`src/rtl/microwave_timer.sv`:
```
// Cook-time counter: saturating binary seconds count with a parallel two-digit BCD count.
// Define TMR_PRESCALE_EN to divide dec by TICKS_PER_SEC for a one-second real-time countdown.
module microwave_timer #(
  parameter int WIDTH         = 7,
  parameter int MAX_CNT       = 99,
  parameter int TICKS_PER_SEC = 100
) (
  input  logic             clk,
  input  logic             rst_n,
  input  logic             set4,
  input  logic             set30,
  input  logic             inc30,
  input  logic             dec,
  output logic [WIDTH-1:0] tmr,
  output logic             tmr_zr,
  output logic [3:0]       bcd_tens,
  output logic [3:0]       bcd_ones,
  output logic             tmr_done
);

  localparam logic [WIDTH:0] MAX_W   = (WIDTH+1)'(MAX_CNT);
  localparam logic [WIDTH:0] THIRTY  = (WIDTH+1)'(30);
  localparam logic [3:0]     MAX_TNS = 4'(MAX_CNT / 10);
  localparam logic [3:0]     MAX_ONS = 4'(MAX_CNT % 10);

  if (MAX_CNT > 99 || MAX_CNT < 30 || (2**WIDTH) - 1 < MAX_CNT || TICKS_PER_SEC < 1) begin : g_bad_cfg
    $error("microwave_timer: illegal parameter combination");
  end

  logic [WIDTH-1:0] tmr_q, tmr_d;
  logic [3:0]       tens_q, tens_d, ones_q, ones_d;
  logic             done_q, done_d;
  logic             dec_eff;
  logic [WIDTH:0]   sum;

`ifdef TMR_PRESCALE_EN
  localparam int PW = (TICKS_PER_SEC > 1) ? $clog2(TICKS_PER_SEC) : 1;
  localparam logic [PW-1:0] PRESC_TOP = PW'(TICKS_PER_SEC - 1);
  logic [PW-1:0] presc_q, presc_d;

  // Any gap in dec, a load, or an empty timer restarts the one-second interval.
  always_comb begin
    presc_d = '0;
    dec_eff = 1'b0;
    if (!(set4 || set30 || inc30) && dec && (tmr_q != '0)) begin
      if (presc_q == PRESC_TOP) dec_eff = 1'b1;
      else                      presc_d = presc_q + PW'(1);
    end
  end

  always_ff @(posedge clk or negedge rst_n) begin
    if (!rst_n) presc_q <= '0;
    else        presc_q <= presc_d;
  end
`else
  assign dec_eff = dec;
`endif

  assign sum = {1'b0, tmr_q} + THIRTY;

  always_comb begin
    tmr_d  = tmr_q;
    tens_d = tens_q;
    ones_d = ones_q;
    done_d = 1'b0;
    if (set4) begin
      tmr_d  = WIDTH'(4);
      tens_d = 4'd0;
      ones_d = 4'd4;
    end else if (set30) begin
      tmr_d  = WIDTH'(30);
      tens_d = 4'd3;
      ones_d = 4'd0;
    end else if (inc30) begin
      if (sum > MAX_W) begin
        tmr_d  = MAX_W[WIDTH-1:0];
        tens_d = MAX_TNS;
        ones_d = MAX_ONS;
      end else begin
        tmr_d  = sum[WIDTH-1:0];
        tens_d = tens_q + 4'd3;
      end
    end else if (dec_eff && (tmr_q != '0)) begin
      tmr_d  = tmr_q - WIDTH'(1);
      done_d = (tmr_q == WIDTH'(1));
      if (ones_q == 4'd0) begin
        ones_d = 4'd9;
        tens_d = tens_q - 4'd1;
      end else begin
        ones_d = ones_q - 4'd1;
      end
    end
  end

  always_ff @(posedge clk or negedge rst_n) begin
    if (!rst_n) begin
      tmr_q  <= '0;
      tens_q <= 4'd0;
      ones_q <= 4'd0;
      done_q <= 1'b0;
    end else begin
      tmr_q  <= tmr_d;
      tens_q <= tens_d;
      ones_q <= ones_d;
      done_q <= done_d;
    end
  end

  assign tmr      = tmr_q;
  assign tmr_zr   = ~|tmr_q;
  assign bcd_tens = tens_q;
  assign bcd_ones = ones_q;
  assign tmr_done = done_q;

endmodule

```
`config.mk`:
```
export PLATFORM = sky130hd
export DESIGN_NAME = microwave_timer
export DESIGN_NICKNAME = d
export VERILOG_FILES = /design/src/rtl/microwave_timer.sv
export SDC_FILE = /design/constraint.sdc
export NUM_CORES = 1
export LEC_CHECK = 0
export CAP_MARGIN = 20
export CORE_MARGIN = 4
export CORE_UTILIZATION = 40
export CTS_BUF_LIST = sky130_fd_sc_hd__clkbuf_16
export CTS_CLUSTER_SIZE = 10
export DETAILED_ROUTE_END_ITERATION = 16
export SLEW_MARGIN = 20
export SYNTH_ARGS = -nofsm -noshare
export SYNTH_HDL_FRONTEND = slang
export SYNTH_SLANG_ARGS = --single-unit
```
`constraint.sdc`:
```
create_clock -name clk -period 4.8 [get_ports clk]
set_clock_uncertainty 0.1 [all_clocks]
set_input_delay 0.96 -clock clk [delete_from_list [all_inputs] [get_ports clk]]
set_output_delay 0.96 -clock clk [all_outputs]
set_load 0.01 [all_outputs]
```
After elaboration in Yosys (flattened, before gate mapping)
Index checks and enable logic that the tools add are counted.
Word-level totals
  register bits after elaboration: 16
  input bits: 6
  logic and storage cells: 42
  output and inout port bits: 17
Cells by class
  equality and inequality tests: 2
  magnitude comparators: 1
  $add $sub $neg: 5
  reductions and logical operators: 9
  multiplexer cells: 21
Operators with widths (number)
  $mux W4: 12
  $mux W7: 5
  $add A7 B5 Y8 const B: 1
  $gt A8 B7 Y1 const B: 1
  $reduce_bool A4 Y1: 2
  $sub A4 B1 Y4 const B: 2
  $eq A7 B1 Y1 const B: 1
  $reduce_bool A7 Y1: 1
  $reduce_or A7 Y1: 1
  $sub A7 B1 Y7 const B: 1
  $add A4 B2 Y4 const B: 1
  $logic_not A4 Y1: 1
  $mux W1: 4
  $ne A4 B3 Y1 const B: 1
  $reduce_and A2 Y1: 2
  $logic_and A1 B1 Y1: 1
  $logic_not A1 Y1: 1

Longest topological paths before layout
Gate-level depths: netlist of the first run.
  depth after elaboration: 6
  mapped depth: 8
  depth with buffers taken out: 8

Worst setup path after synthesis of the first run
OpenSTA, ideal clock, no wires.
  path type: register to output
  start: reg tmr_q[1], in the netlist tmr[1]
  end: out tmr_zr
  arrival: 1.593 ns
  setup slack: 2.147 ns
  required time: 3.740 ns
  stages on the path, launching flop included: 5
  path buffers: 0
  cells stage by stage: dfrtp_1 inv_1 ha_1 or4b_4 nor3_1
Between the ends
  longest elaborated chain between the ends: 2
Ends and longest elaborated chain
  start: declaration: RTL line 30  | logic [WIDTH-1:0] tmr_q, tmr_d;
  start signal: assignment: RTL line 102  | tmr_q <= tmr_d;
  $reduce_or A7 Y1: RTL line 110  | assign tmr_zr = ~|tmr_q;
  $logic_not A1 Y1: RTL line 110
  end: declaration: RTL line 15  | output logic tmr_zr,
No other way between the ends.

Worst setup path in the final report of the first run
Same ends and word-level chain as after synthesis.

==> results.py, run 1 <==
metrics = {
    "sta": {
        "slew-limit-headroom_pct": 46.1,
        "fmax_mhz": 289,
        "finalHoldViolations": 0,
        "final.setup.tns_ns": 0,
        "setup_violations": 0,
        "rsz0062_at_grt": "false",
        "slew_viol_final": 0,
        "period_share_pct": 72.0,
        "worstMarginPinSlew_ns": 0.806,
        "worst_slack_ns": 1.35,
        "period_needed_ns": 3.45,
    },
    "clocking": {
        "cts_tree": "yes",
        "cts_resized": 0,
        "post_cts_buffers": 0,
        "clock-sinks": 16,
        "cts_root_buffer": "clkbuf_16",
        "clk_latency_ns": 0.24,
        "ctsHoldBuffers": 0,
        "clkTransAtPathRegs_ns": 0.05,
        "cts_buffers": 3,
        "cts.path.max_buffers": 2,
        "htree_levels": 1,
    },
    "power": {
        "vdd_drop_max_v": 0.000108,
        "leakage_uw": 0.000653,
        "power.density_mw_per_mm2": 273,
    },
    "route": {
        "route.detailed.drc": 0,
        "first_pass_iters": 5,
        "first_iter_violations": 76,
        "ant_nets": 0,
        "drt-total-wl_um": 3420,
        "via_per_inst": 5.85,
        "wl_per_cell_um": 15.6,
        "vias": 1281,
    },
    "worst_setup_path": {
        "critPathMaxStageDelay_ns": 0.58,
        "reg2regPathDepth": 8,
        "cp.depth": 5,
        "crit_buf_inv": 2,
        "cp_max_fo": 7,
        "startpoint_type": "flop",
        "worst_r2r_startpoint": "tmr[1]$_DFFE_PN0P_",
        "critPathLaunch": "tmr[1]$_DFFE_PN0P_",
        "crit_path_end": "tmr_zr",
        "rrSetupSlack_ns": 1.82,
        "cp.required_ns": 3.74,
        "path_cells": "inv_1, ha_1, or4b_4, nor3_1, clkdlybuf4s50_1",
        "reg2reg_to": "tmr[1]$_DFFE_PN0P_",
        "arrival_ns": 2.39,
        "crit_slowest_cell": "clkdlybuf4s50_1",
        "path_class": "flop to output pin",
        "cp-end-kind": "output pin",
        "critPathTopFamily": "buffers and inverters",
    },
    "floorplan": {
        "die_w_um": 65.0,
        "chipHeight_um": 65.0,
        "core_area_mm2": 0.00308,
        "dieArea_mm2": 0.00422,
        "num_rows": 20,
        "ios": 23,
        "initial_core_util_pct": 42.2,
    },
    "place": {
        "place.gp.congestion": 0.848,
        "portBuffers": 22,
        "dpl.hpwl_um": 2480,
        "place_ws_ns": 1.59,
    },
    "grt": {
        "use_met2_pct": 27.5,
        "gr-max-usage-layer": "met2",
        "grt_antenna_before_repair": 0,
        "grt_max_degree": 21,
        "grt_pass1_vias": 1190,
        "global_route.usage.met1_pct": 24.0,
        "grt_use_met3_pct": 3.12,
        "overflow": 0,
        "grt_pass1_wl_um": 5860,
        "grtUsageTotal_pct": 17.8,
    },
    "logic_synthesis": {
        "synth.yosys.warnings": 0,
        "synth_edf_count": 0,
        "synthCells": 157,
        "yosysSeqAreaShare_pct": 30.9,
        "syn-cell-area_mm2": 0.00130,
        "postSynthNetCount": 170,
        "ys_types": 47,
        "async_flop_share_pct": 100,
        "syn_area_per_cell_um2": 8.26,
        "synth_flop_cell": "dfrtp_1",
        "ys_ff_latch": 16,
    },
    "job": {
        "maxCapViolCount": 0,
    },
    "finish": {
        "fillCellCount": 287,
        "layout.nets": 190,
        "drive_above_1_share_pct": 4.57,
        "n_antenna_cell": 0,
        "area_growth_syn_to_layout_pct": 24.1,
        "multi_input_area_um2": 811,
        "regArea_um2": 400,
    },
    "outcome": {
        "status": "completed",
    },
    "worst_hold_path": {
        "hp-class": "flop to flop",
    },
}
## area by class of cell
| class | instances | area share, % |
|---|---|---|
| repair buffers | 22 | 13.7 |
| inverters | 13 | 3.03 |
| clock buffers | 3 | 4.66 |
| flip-flops and latches | 16 | 24.9 |
| well taps | 44 | 3.42 |
| multi-input cells | 121 | 50.3 |
## logic make-up after synthesis
kind of cell | count (synthesis) | share of synthesized area (%)
AOI/OAI and AO/OA | 44 | 25.7
xor gates and xnor gates | 5 | 3.37
adders and majority gates | 7 | 6.75
buffers and inverters | 20 | 6.65
DFF | 16 | 30.9
muxes | 3 | 2.31
and+or+nand+nor | 62 | 24.4
## routing by layer
| metal | share of wire [%] | up-vias | routed length (um) |
|---|---|---|---|
| met5 | 0 | - | 0 |
| li1 | - | 617 | - |
| met2 | 47 | 48 | 1610 |
| met1 | 46 | 609 | 1580 |
| met4 | 1.9 | 0 | 64 |
| met3 | 4.9 | 7 | 168 |
## through the flow
stage | utilization (%) | instance area, um2 | std cells | total power (uW) | hold slack [ns]
floorplan | - | 1300 | 157 | 237 | 0.469
global placement | 49.9 | 1540 | 216 | 280 | 0.441
detailed placement | 49.9 | 1540 | 216 | 281 | 0.453
CTS | 52.3 | 1610 | 219 | 444 | 0.467
global route | 52.3 | 1610 | 219 | 467 | 0.486
finish | 52.3 | 1610 | 219 | 440 | 0.458
## sequential cells by signal, indices dropped and copies added (netlist names)
register,cells
tmr,7
bcd_tens,4
tmr_done,1
bcd_ones,4
## cell usage in the layout, fill, tap and decap left out, types with 3 or more instances in the layout
cell type / instances
a21oi_1: 8
and2_1: 4
clkbuf_16: 3
clkdlybuf4s50_1: 22
dfrtp_1: 16
ha_1: 7
inv_1: 13
mux2i_1: 3
nand2_1: 10
nand3_1: 8
nor2_1: 15
nor3_1: 11
nor3b_1: 3
nor4_1: 3
o21ai_0: 8
o221ai_1: 4
xnor2_1: 4
## worst min path at each step
stage,to,startpoint,depth (start not counted)
2_1_floorplan,bcd_ones[0]$_DFFE_PN0P_,bcd_ones[0]$_DFFE_PN0P_,1
3_3_place_gp,bcd_ones[0]$_DFFE_PN0P_,bcd_ones[0]$_DFFE_PN0P_,1
3_5_place_dp,bcd_ones[0]$_DFFE_PN0P_,bcd_ones[0]$_DFFE_PN0P_,1
4_1_cts,bcd_ones[0]$_DFFE_PN0P_,bcd_ones[0]$_DFFE_PN0P_,1
5_1_grt,bcd_ones[0]$_DFFE_PN0P_,bcd_ones[0]$_DFFE_PN0P_,1
6_report,bcd_ones[0]$_DFFE_PN0P_,bcd_ones[0]$_DFFE_PN0P_,1
## worst register-to-register path: stages (launching register included)
cell and delay (ns):
dfrtp_1 0.39, inv_1 0.20, ha_1 0.30, nor3b_1 0.49
o21ai_0 0.24, mux2i_1 0.22, nand3_1 0.31, o311ai_0 0.45
o21ai_0 0.14
## synth_stat cells (3+ instances only)
cell type | count | share of area, %
a21oi_1 | 8 | 3.1
and2_1 | 4 | 1.9
buf_2 | 3 | 1.2
clkbuf_1 | 3 | 0.87
dfrtp_1 | 16 | 31
ha_1 | 7 | 6.7
inv_1 | 13 | 3.8
mux2i_1 | 3 | 2.3
nand2_1 | 10 | 2.9
nand3_1 | 8 | 3.1
nor2_1 | 15 | 4.3
nor3_1 | 11 | 4.2
nor3b_1 | 3 | 1.7
nor4_1 | 3 | 1.4
o21ai_0 | 8 | 3.1
o221ai_1 | 4 | 2.7
xnor2_1 | 4 | 2.7
## report_power, final
group | internal (uW) | total, uW | switching, uW
sequential | 145 | 164 | 19.3
clock | 109 | 160 | 50.8
combinational | 54.8 | 116 | 61.2
total | 309 | 440 | 131
No activity file was read; power rests on OpenSTA's default activity.
==> run 2, diff against run 1 <==
==> constraint.sdc (replaced) <==
create_clock -name clk -period 3.3 [get_ports clk]
set_clock_uncertainty 0.1 [all_clocks]
set_input_delay 0.66 -clock clk [delete_from_list [all_inputs] [get_ports clk]]
set_output_delay 0.66 -clock clk [all_outputs]
set_load 0.01 [all_outputs]
==> results.py, run 2 (synthesis gave the netlist of run 1 again) <==
metrics = {
    "route": {
        "first_iter_violations": 79,
        "vias": 1245,
        "drt-total-wl_um": 3500,
        "ant_nets": 0,
        "first_pass_iters": 4,
        "route.detailed.drc": 0,
        "via_per_inst": 5.61,
        "wl_per_cell_um": 15.7,
    },
    "sta": {
        "whs_ns": 0.450,
        "rsz0062_at_grt": "false",
        "finalHoldViolations": 0,
        "final.setup.tns_ns": 0,
        "fmax_mhz": 322,
        "setup_violations": 0,
        "period_share_pct": 94.2,
        "slew-limit-headroom_pct": 47.7,
        "worstMarginPinSlew_ns": 0.783,
        "period_needed_ns": 3.11,
        "slew_viol_final": 0,
    },
    "worst_hold_path": {
        "min_to": "bcd_ones[0]$_DFFE_PN0P_",
        "min_from": "bcd_ones[0]$_DFFE_PN0P_",
        "hp-class": "flop to flop",
        "min_path_cells": 1,
    },
    "outcome": {
        "status": "completed",
    },
    "clocking": {
        "cts.path.max_buffers": 2,
        "post_cts_buffers": 0,
        "cts_buffers": 3,
        "cts_root_buffer": "clkbuf_16",
        "cts_resized": 0,
        "ctsHoldBuffers": 0,
        "clock-sinks": 16,
        "clk_latency_ns": 0.25,
        "htree_levels": 1,
        "clkTransAtPathRegs_ns": 0.05,
        "cts_tree": "yes",
    },
    "finish": {
        "n_antenna_cell": 0,
        "area_growth_syn_to_layout_pct": 25.8,
        "drive_above_1_share_pct": 6.18,
        "final_common_cell": "clkdlybuf4s50_1",
        "largest_reg_flops": 7,
        "fillCellCount": 313,
        "layout.nets": 193,
        "instances_no_fill": 222,
        "final_cell_mix": "clkdlybuf4s50_1, dfrtp_1, nor2_1",
    },
    "grt": {
        "grtUsageTotal_pct": 17.3,
        "grt_max_degree": 17,
        "grt_antenna_before_repair": 0,
        "grt_pass1_vias": 1187,
        "grt_pass1_wl_um": 5660,
        "overflow": 0,
    },
    "power": {
        "switching_share_pct": 29.8,
        "switching_power_uw": 191,
        "cellInternalPower_uw": 452,
        "combinationalPowerShare_pct": 26.7,
        "power.density_mw_per_mm2": 394,
        "vdd_drop_max_v": 0.000188,
        "seq_power_share_pct": 37.1,
        "leakage_uw": 0.000669,
        "clock_power_share_pct": 36.2,
    },
    "worst_setup_path": {
        "cp_max_fo": 7,
        "crit_buf_inv": 2,
        "path_class": "flop to output pin",
        "worst_r2r_startpoint": "tmr[1]$_DFFE_PN0P_",
        "crit_slowest_cell": "clkdlybuf4s50_1",
        "critPathTopFamily": "buffers and inverters",
        "rrSetupSlack_ns": 0.71,
        "path_cells": "inv_1, ha_1, or4b_4, nor3_1, clkdlybuf4s50_1",
        "startpoint_type": "flop",
        "cp-end-kind": "output pin",
        "cp.required_ns": 2.54,
        "reg2reg_to": "tmr[1]$_DFFE_PN0P_",
        "critPathMaxStageDelay_ns": 0.57,
        "arrival_ns": 2.35,
        "reg2regPathDepth": 8,
    },
    "floorplan": {
        "dieArea_mm2": 0.00422,
        "chipHeight_um": 65.0,
        "die_w_um": 65.0,
        "ios": 23,
        "num_rows": 20,
        "core_area_mm2": 0.00308,
        "initial_core_util_pct": 42.2,
    },
    "place": {
        "portBuffers": 22,
        "dpl.hpwl_um": 2530,
        "place.gp.congestion": 0.893,
        "dp_cells": 219,
    },
    "job": {
        "maxCapViolCount": 0,
    },
}
-- run 2: how the worst max path moves through the flow --
stage / start / cells after the start / end
2_1_floorplan: tmr[1]$_DFFE_PN0P_ / 8 / bcd_ones[2]$_DFFE_PN0P_
5_1_grt: tmr[1]$_DFFE_PN0P_ / 5 / tmr_zr
3_3_place_gp: tmr[1]$_DFFE_PN0P_ / 5 / tmr_zr
6_report: tmr[1]$_DFFE_PN0P_ / 5 / tmr_zr
4_1_cts: tmr[1]$_DFFE_PN0P_ / 5 / tmr_zr
3_5_place_dp: tmr[1]$_DFFE_PN0P_ / 5 / tmr_zr
-- run 2: worst reg2reg max path, delay by kind of cell, from the launching register on --
kind	cells	cell delay [ns]
AOI/OAI and AO/OA	3	0.67
and+or+nand+nor	2	0.61
DFF	1	0.39
adders and majority gates	1	0.30
muxes	1	0.20
buffers and inverters	1	0.18
-- run 2: through the flow --
step	worst slack, ns	power (uW)	instance area, um2	utilization [%]
6_report	0.191	643	1630	53.0
5_1_grt	0.0226	681	1630	53.0
3_3_place_gp	0.495	410	1560	50.6
3_5_place_dp	0.454	412	1560	50.6
2_1_floorplan	0.887	345	1300	-
4_1_cts	0.176	650	1630	53.0
-- run 2: layout make-up --
class / instances / area, um2 / share of cell area, %
timing repair buffer: 25 / 243 / 14.9
multi-input combinational: 121 / 811 / 49.7
clock buffer: 3 / 75.1 / 4.60
tap: 44 / 55.1 / 3.37
sequential: 16 / 400 / 24.5
inverter: 13 / 48.8 / 2.99
-- run 2: layer usage --
metal  part of all wire, %  global-route usage, %
met5                     0                      0
met4                   1.3                   5.80
met3                   4.2                   2.60
met2                    47                   28.1
met1                    47                   23.2
-- run 2: power by group through the flow --
stage	Combinational [uW]	Clock (uW)	Sequential (uW)
after global routing	190	249	242
after detailed placement	171	0	241
after global placement	170	0	240
final	172	233	239
after CTS	173	240	238
after floorplan	108	0	237
